[src/rtl/eth_pkg.sv]
// Shared definitions for the Ethernet TX frame builder: FSM states, default
// frame-size limits and header word indices.
package eth_pkg;

  localparam int CNT_W               = 9;
  localparam int MIN_FRAME_WORDS_DEF = 15;
  localparam int MAX_PL_WORDS_DEF    = 374;

  localparam logic [CNT_W-1:0] HDR_W0 = 9'd0;
  localparam logic [CNT_W-1:0] HDR_W1 = 9'd1;
  localparam logic [CNT_W-1:0] HDR_W2 = 9'd2;

  typedef enum logic [2:0] {
    S_IDLE,
    S_HDR,
    S_BODY,
    S_TAIL,
    S_PAD,
    S_SEND,
    S_WAIT_DONE
  } state_e;

endpackage

[src/rtl/eth_tx_frame_builder.sv]
// Builds an Ethernet frame as 32-bit words: MAC header, payload realigned by a
// halfword behind the 16-bit type field, zero padding, then a send handshake.
module eth_tx_frame_builder
  import eth_pkg::*;
#(
  parameter int MIN_FRAME_WORDS = MIN_FRAME_WORDS_DEF,
  parameter int MAX_PL_WORDS    = MAX_PL_WORDS_DEF
) (
  input  logic        clk_100_mhz,
  input  logic        rst,
  input  logic        start,
  input  logic [47:0] dst_mac,
  input  logic [47:0] src_mac,
  input  logic [15:0] eth_type,
  input  logic [31:0] pl_data,
  input  logic        pl_valid,
  input  logic        pl_last,
  output logic        pl_ready,
  output logic [31:0] tx_data_in,
  output logic        tx_valid,
  output logic        last_data,
  output logic        tx_send,
  input  logic        tx_ready_to_write,
  input  logic        tx_ready_to_send,
  input  logic        tx_done,
  output logic        busy,
  output logic        frame_done,
  output logic        len_err
);

  localparam logic [CNT_W-1:0] MIN_WORDS = CNT_W'(MIN_FRAME_WORDS);
  localparam logic [CNT_W-1:0] MAX_BEATS = CNT_W'(MAX_PL_WORDS);

  state_e           state_q, state_d;
  logic [47:0]      dst_q, dst_d;
  logic [47:0]      src_q, src_d;
  logic [15:0]      held_q, held_d;
  logic [CNT_W-1:0] cnt_q, cnt_d;
  logic [CNT_W-1:0] beats_q, beats_d;
  logic             len_err_q, len_err_d;

  logic [CNT_W-1:0] cnt_inc;
  logic             discard;

  assign cnt_inc = cnt_q + 1'b1;
  // Once the payload budget is spent, further beats are drained without output.
  assign discard = (beats_q >= MAX_BEATS);
  assign busy    = (state_q != S_IDLE);
  assign len_err = len_err_q;

  always_ff @(posedge clk_100_mhz or posedge rst) begin
    if (rst) begin
      state_q   <= S_IDLE;
      dst_q     <= '0;
      src_q     <= '0;
      held_q    <= '0;
      cnt_q     <= '0;
      beats_q   <= '0;
      len_err_q <= 1'b0;
    end else begin
      // NOTE: non-blocking so every register samples the pre-edge values.
      state_q   <= state_d;
      dst_q     <= dst_d;
      src_q     <= src_d;
      held_q    <= held_d;
      cnt_q     <= cnt_d;
      beats_q   <= beats_d;
      len_err_q <= len_err_d;
    end
  end

  always_comb begin
    // NOTE: every output and next-state gets a default first so no path infers a latch.
    state_d    = state_q;
    dst_d      = dst_q;
    src_d      = src_q;
    held_d     = held_q;
    cnt_d      = cnt_q;
    beats_d    = beats_q;
    len_err_d  = len_err_q;
    tx_data_in = '0;
    tx_valid   = 1'b0;
    last_data  = 1'b0;
    tx_send    = 1'b0;
    pl_ready   = 1'b0;
    frame_done = 1'b0;

    unique case (state_q)
      S_IDLE: begin
        if (start) begin
          dst_d     = dst_mac;
          src_d     = src_mac;
          // The type field occupies the upper half of the first payload word.
          held_d    = eth_type;
          cnt_d     = '0;
          beats_d   = '0;
          len_err_d = 1'b0;
          state_d   = S_HDR;
        end
      end

      S_HDR: begin
        tx_valid = 1'b1;
        case (cnt_q)
          HDR_W0:  tx_data_in = dst_q[47:16];
          HDR_W1:  tx_data_in = {dst_q[15:0], src_q[47:32]};
          default: tx_data_in = src_q[31:0];
        endcase
        if (tx_ready_to_write) begin
          cnt_d = cnt_inc;
          if (cnt_q == HDR_W2) state_d = S_BODY;
        end
      end

      S_BODY: begin
        pl_ready = tx_ready_to_write;
        if (!discard) begin
          tx_valid   = pl_valid;
          tx_data_in = {held_q, pl_data[31:16]};
        end
        if (pl_valid && tx_ready_to_write) begin
          if (discard) begin
            len_err_d = 1'b1;
          end else begin
            held_d  = pl_data[15:0];
            cnt_d   = cnt_inc;
            beats_d = beats_q + 1'b1;
          end
          if (pl_last) state_d = S_TAIL;
        end
      end

      S_TAIL: begin
        tx_valid   = 1'b1;
        tx_data_in = {held_q, 16'h0000};
        last_data  = (cnt_inc >= MIN_WORDS);
        if (tx_ready_to_write) begin
          cnt_d   = cnt_inc;
          state_d = (cnt_inc >= MIN_WORDS) ? S_SEND : S_PAD;
        end
      end

      S_PAD: begin
        tx_valid  = 1'b1;
        last_data = (cnt_inc >= MIN_WORDS);
        if (tx_ready_to_write) begin
          cnt_d = cnt_inc;
          if (cnt_inc >= MIN_WORDS) state_d = S_SEND;
        end
      end

      S_SEND: begin
        if (tx_ready_to_send) begin
          tx_send = 1'b1;
          state_d = S_WAIT_DONE;
        end
      end

      S_WAIT_DONE: begin
        if (tx_done) begin
          frame_done = 1'b1;
          state_d    = S_IDLE;
        end
      end

      default: state_d = S_IDLE;
    endcase
  end

endmodule

[config.mk]
export PLATFORM = sky130hd
export DESIGN_NAME = eth_tx_frame_builder
export DESIGN_NICKNAME = d
export VERILOG_FILES = /design/src/rtl/eth_pkg.sv /design/src/rtl/eth_tx_frame_builder.sv
export SDC_FILE = /design/constraint.sdc
export NUM_CORES = 1
export LEC_CHECK = 0
export CELL_PAD_IN_SITES_DETAIL_PLACEMENT = 1
export CELL_PAD_IN_SITES_GLOBAL_PLACEMENT = 2
export CORE_MARGIN = 2
export CORE_UTILIZATION = 26
export CTS_BUF_LIST = sky130_fd_sc_hd__clkbuf_16
export CTS_CLUSTER_SIZE = 25
export DETAILED_ROUTE_END_ITERATION = 6
export GPL_ROUTABILITY_DRIVEN = 0
export MAX_ROUTING_LAYER = met4
export PLACE_DENSITY = 0.83
export SETUP_SLACK_MARGIN = 0.15
export SKIP_LAST_GASP = 1
export SLEW_MARGIN = 15
export SYNTH_ARGS = -nofsm -noshare
export SYNTH_HDL_FRONTEND = slang
export SYNTH_SLANG_ARGS = --single-unit
[constraint.sdc]
create_clock -name clk_100_mhz -period 4.6 [get_ports clk_100_mhz]
set_clock_uncertainty 0.2 [all_clocks]
set_input_delay 0.92 -clock clk_100_mhz [delete_from_list [all_inputs] [get_ports clk_100_mhz]]
set_output_delay 0.92 -clock clk_100_mhz [all_outputs]
set_load 0.02 [all_outputs]
==> results_dict.tcl, run 1 <==
set metrics [dict create \
    min_path_type "flip-flop to flip-flop" \
    cp-endpoint "tx_data_in[16]" \
    worstSetupEndpointType "output pin" \
    drt-initial-drc-count 250 \
    synthesis.nets 942 \
    ir_worst_vdd_uv 253 \
    drive_above_1_share 0.0810 \
    grt_max_degree 135 \
    rsz0062_at_grt "no" \
    synth-xor-area-share 0.0114 \
    finalNetCount 1108 \
    slew_violations 0 \
    crit_type "flip-flop to output pin" \
    cts_max_path_buffers 2 \
    grt_pass1_wl_um 37300 \
    synth_adder_area_share 0.0108 \
    postCtsSetupRepairBufs 0 \
    die_h_um 167 \
    worst_setup_path_start_kind "flip-flop" \
    grt.overflow.total 0 \
    r2r-start "state_q[2]$_DFFE_PP0P_" \
    crit_start "beats_q[0]$_DFFE_PP0P_" \
    ios 191 \
    path_max_fanout 16 \
    fin_crit_sh 0.913 \
    syn2layout_area_growth_pct 40.5 \
    setup_violations 0 \
    powerDensity_nw_per_um2 686 \
    fin_tns_setup_ps 0 \
    synthDistinctLibCells 59 \
    syn_inst 784 \
    die_w_um 167 \
    h-tree-depth 4 \
    synth-simple-area-share 0.225 \
    dp_hpwl_um 16600 \
    yosysWarnings 0 \
    syn_area_um2 6920 \
    comb_power_share 0.496 \
    switching_share 0.436 \
    cp.required_ps 3480 \
    antenna_found_initial 3 \
    port_buffers 190 \
    layout.cells.non_filler 1302 \
    routed_wl_um 23600 \
    clockPowerShare 0.202 \
    holdBufCountCts 0 \
    clock_latency_ps 420 \
    synth_edf_count 0 \
    synth_top_family_by_area "simple AND/OR/NAND/NOR gates" \
    cap_violations 0 \
    clockRootBuffer "clkbuf_16" \
    cts.clk_slew.worst_paths_ps 70 \
    rrSetupSlack_ps 1760 \
    synth_compound_area_frac 0.192 \
    dieArea_um2 27900 \
    synth.avg_cell_area_um2 8.83 \
    synth_seq_cells 134 \
    std_cell_rows 59 \
    placedCellCount 1266 \
    p_leak_uw 0.00428 \
    synth_mux_area_frac 0.0293 \
    tightest_slew_ps 1120 \
    min_period_ps 4200 \
    ant_nets 0 \
    cts_buffers 17 \
    yosysSeqAreaShare 0.485 \
    p_int_uw 3760 \
    vias 6123 \
    first_global_vias 6475 \
    switching_power_uw 2910 \
    status "finished with violations" \
    core_area_um2 26100 \
    r2r-end "cnt_q[3]$_DFFE_PP0P_" \
    violations "design-rule violations" \
    clock-sinks 134 \
    grt_usage 0.177 \
    synthFlopType "dfrtp_1" \
    ys_async_sr_fraction 1.00 \
    hold_violations 0 \
    p_total_uw 6670 \
    drt-vias-per-instance 4.70 \
    cts_resized 0 \
    wl_per_cell_um 18.1 \
    initial_utilization 0.265 \
    max_freq_ghz 0.238 \
    critPathArrivalTime_ps 3080 \
    drt-pass1-iter-count 6 \
    drc 12 \
    cts_tree "built" \
    worstRegToRegCells 7 \
    seq_power_share 0.302 \
    relSlewSlack 0.253 \
    whs_path_depth 2 \
]
-- worst min-delay path by stage --
stage | startpoint | endpoint | slack [ps]
floorplan | dst_q[15]$_DFFE_PP0P_ | dst_q[15]$_DFFE_PP0P_ | 250
global placement | src_q[16]$_DFFE_PP0P_ | src_q[16]$_DFFE_PP0P_ | 260
detailed placement | src_q[15]$_DFFE_PP0P_ | src_q[15]$_DFFE_PP0P_ | 260
CTS | src_q[15]$_DFFE_PP0P_ | src_q[15]$_DFFE_PP0P_ | 280
global route | src_q[37]$_DFFE_PP0P_ | src_q[37]$_DFFE_PP0P_ | 300
finish | src_q[15]$_DFFE_PP0P_ | src_q[15]$_DFFE_PP0P_ | 270
-- synth_stat cells, types with 2 or more instances --
library cell	number	share of area
xnor2_1	6	0.0076
a22o_1	32	0.040
a31oi_1	4	0.0036
buf_2	15	0.011
nor2_1	39	0.021
o21ai_0	13	0.0094
o2bb2ai_1	33	0.042
nand2_1	304	0.16
a21oi_1	13	0.0094
nor3_1	3	0.0022
and3_1	5	0.0045
clkbuf_1	36	0.020
nor2b_1	2	0.0018
dfrtp_1	134	0.48
mux2i_1	18	0.026
o21a_1	2	0.0022
nand3_1	7	0.0051
buf_4	5	0.0054
nand4_1	3	0.0027
xor2_1	3	0.0038
o22ai_1	2	0.0018
a22oi_1	33	0.036
a21oi_2	12	0.015
inv_1	9	0.0049
o31ai_1	5	0.0054
nand2b_1	4	0.0036
ha_1	6	0.011
nand4b_1	2	0.0025
buf_6	3	0.0049
o21ai_1	2	0.0014
-- cell usage in the layout, fill, tap and decap left out, drive strengths merged, types with 2 or more instances in the layout --
cell type      count
diode              4
o21ai             15
nor3               5
o31ai              5
ha                 6
o21a               2
clkinv             7
a211oi             2
mux2i             18
mux2               2
nor2b              2
dfrtp            134
nand2            304
clkbuf            17
a21oi             25
o22ai              2
a31oi              4
nor2              39
inv               17
nand4b             2
xnor2              6
xor2               3
and3               5
a22o              32
nand3              8
clkdlybuf4s50    190
o2bb2ai           33
buf               16
nand4              3
a22oi             33
a2111oi            3
nand2b             5
-- power groups by stage --
stage / Combinational, uW / Sequential (uW) / Clock (uW)
3_3_place_gp: 3290 / 2020 / 0
5_1_grt: 3640 / 2090 / 1440
6_report: 3310 / 2020 / 1350
3_5_place_dp: 3350 / 2040 / 0
2_1_floorplan: 2150 / 1910 / 0
4_1_cts: 3360 / 2020 / 1390
-- cell type report --
cell class	count	area [um^2]
diodes	4	10.0
repair buffers	206	2050
multi-input cells	581	3270
well taps	335	419
clock buffers	17	425
flip-flops and latches	134	3350
clock inverters	15	161
inverters	10	41.3
fillers	3063	16400
-- worst max-delay path: stages (launching register included) --
cell,delay [ps]
dfrtp_1,390
inv_1,90
ha_1,200
o21ai_1,200
a21oi_1,140
a21boi_4,170
nand2b_1,600
a22o_1,250
clkdlybuf4s50_1,610
-- sequential cells by signal, summed over array words and instances, names as in the netlist --
name and flops:
dst_q 48, src_q 48, held_q 16, beats_q 9
cnt_q 9, state_q 3, len_err 1
-- per-stage QoR --
| step | instance area (um^2) | util | hold slack, ps | setup WS (ps) |
|---|---|---|---|---|
| finish | 9730 | 0.372 | 273 | 402 |
| global route | 9720 | 0.372 | 299 | 158 |
| CTS | 9720 | 0.372 | 278 | 374 |
| detailed placement | 9130 | 0.349 | 263 | 834 |
| global placement | 9130 | 0.349 | 258 | 912 |
| floorplan | 6920 | - | 246 | 1700 |
-- cells by family after synthesis --
logic type / count (synthesis)
DFF: 134
adders and majority gates: 6
and+or+nand+nor: 380
buffers and inverters: 69
muxes: 20
xor gates and xnor gates: 9
AOI/OAI and AO/OA: 166
-- routing by layer --
layer | vias to the layer above | global-route usage | share of wire
met1 | 2981 | 0.238 | 0.48
met5 | - | - | 0
met4 | 0 | 0.0386 | 0.0090
li1 | 3018 | - | -
met3 | 15 | 0.0369 | 0.043
met2 | 109 | 0.278 | 0.47
Note: power is estimated with default switching activity, not from simulation.
==> run 2, diff against run 1 <==
Settings changed: ABC_AREA set to 0.
==> results of run 2 <==
No change in the layout: final DEF, timing and power equal those of run 1.
==> run 3, diff against run 2 <==
Settings changed: CTS_CLUSTER_SIZE 25 to not set, SLEW_MARGIN 15 to not set.
==> results of run 3 <==
No change in the layout: final DEF, timing and power equal those of run 1.
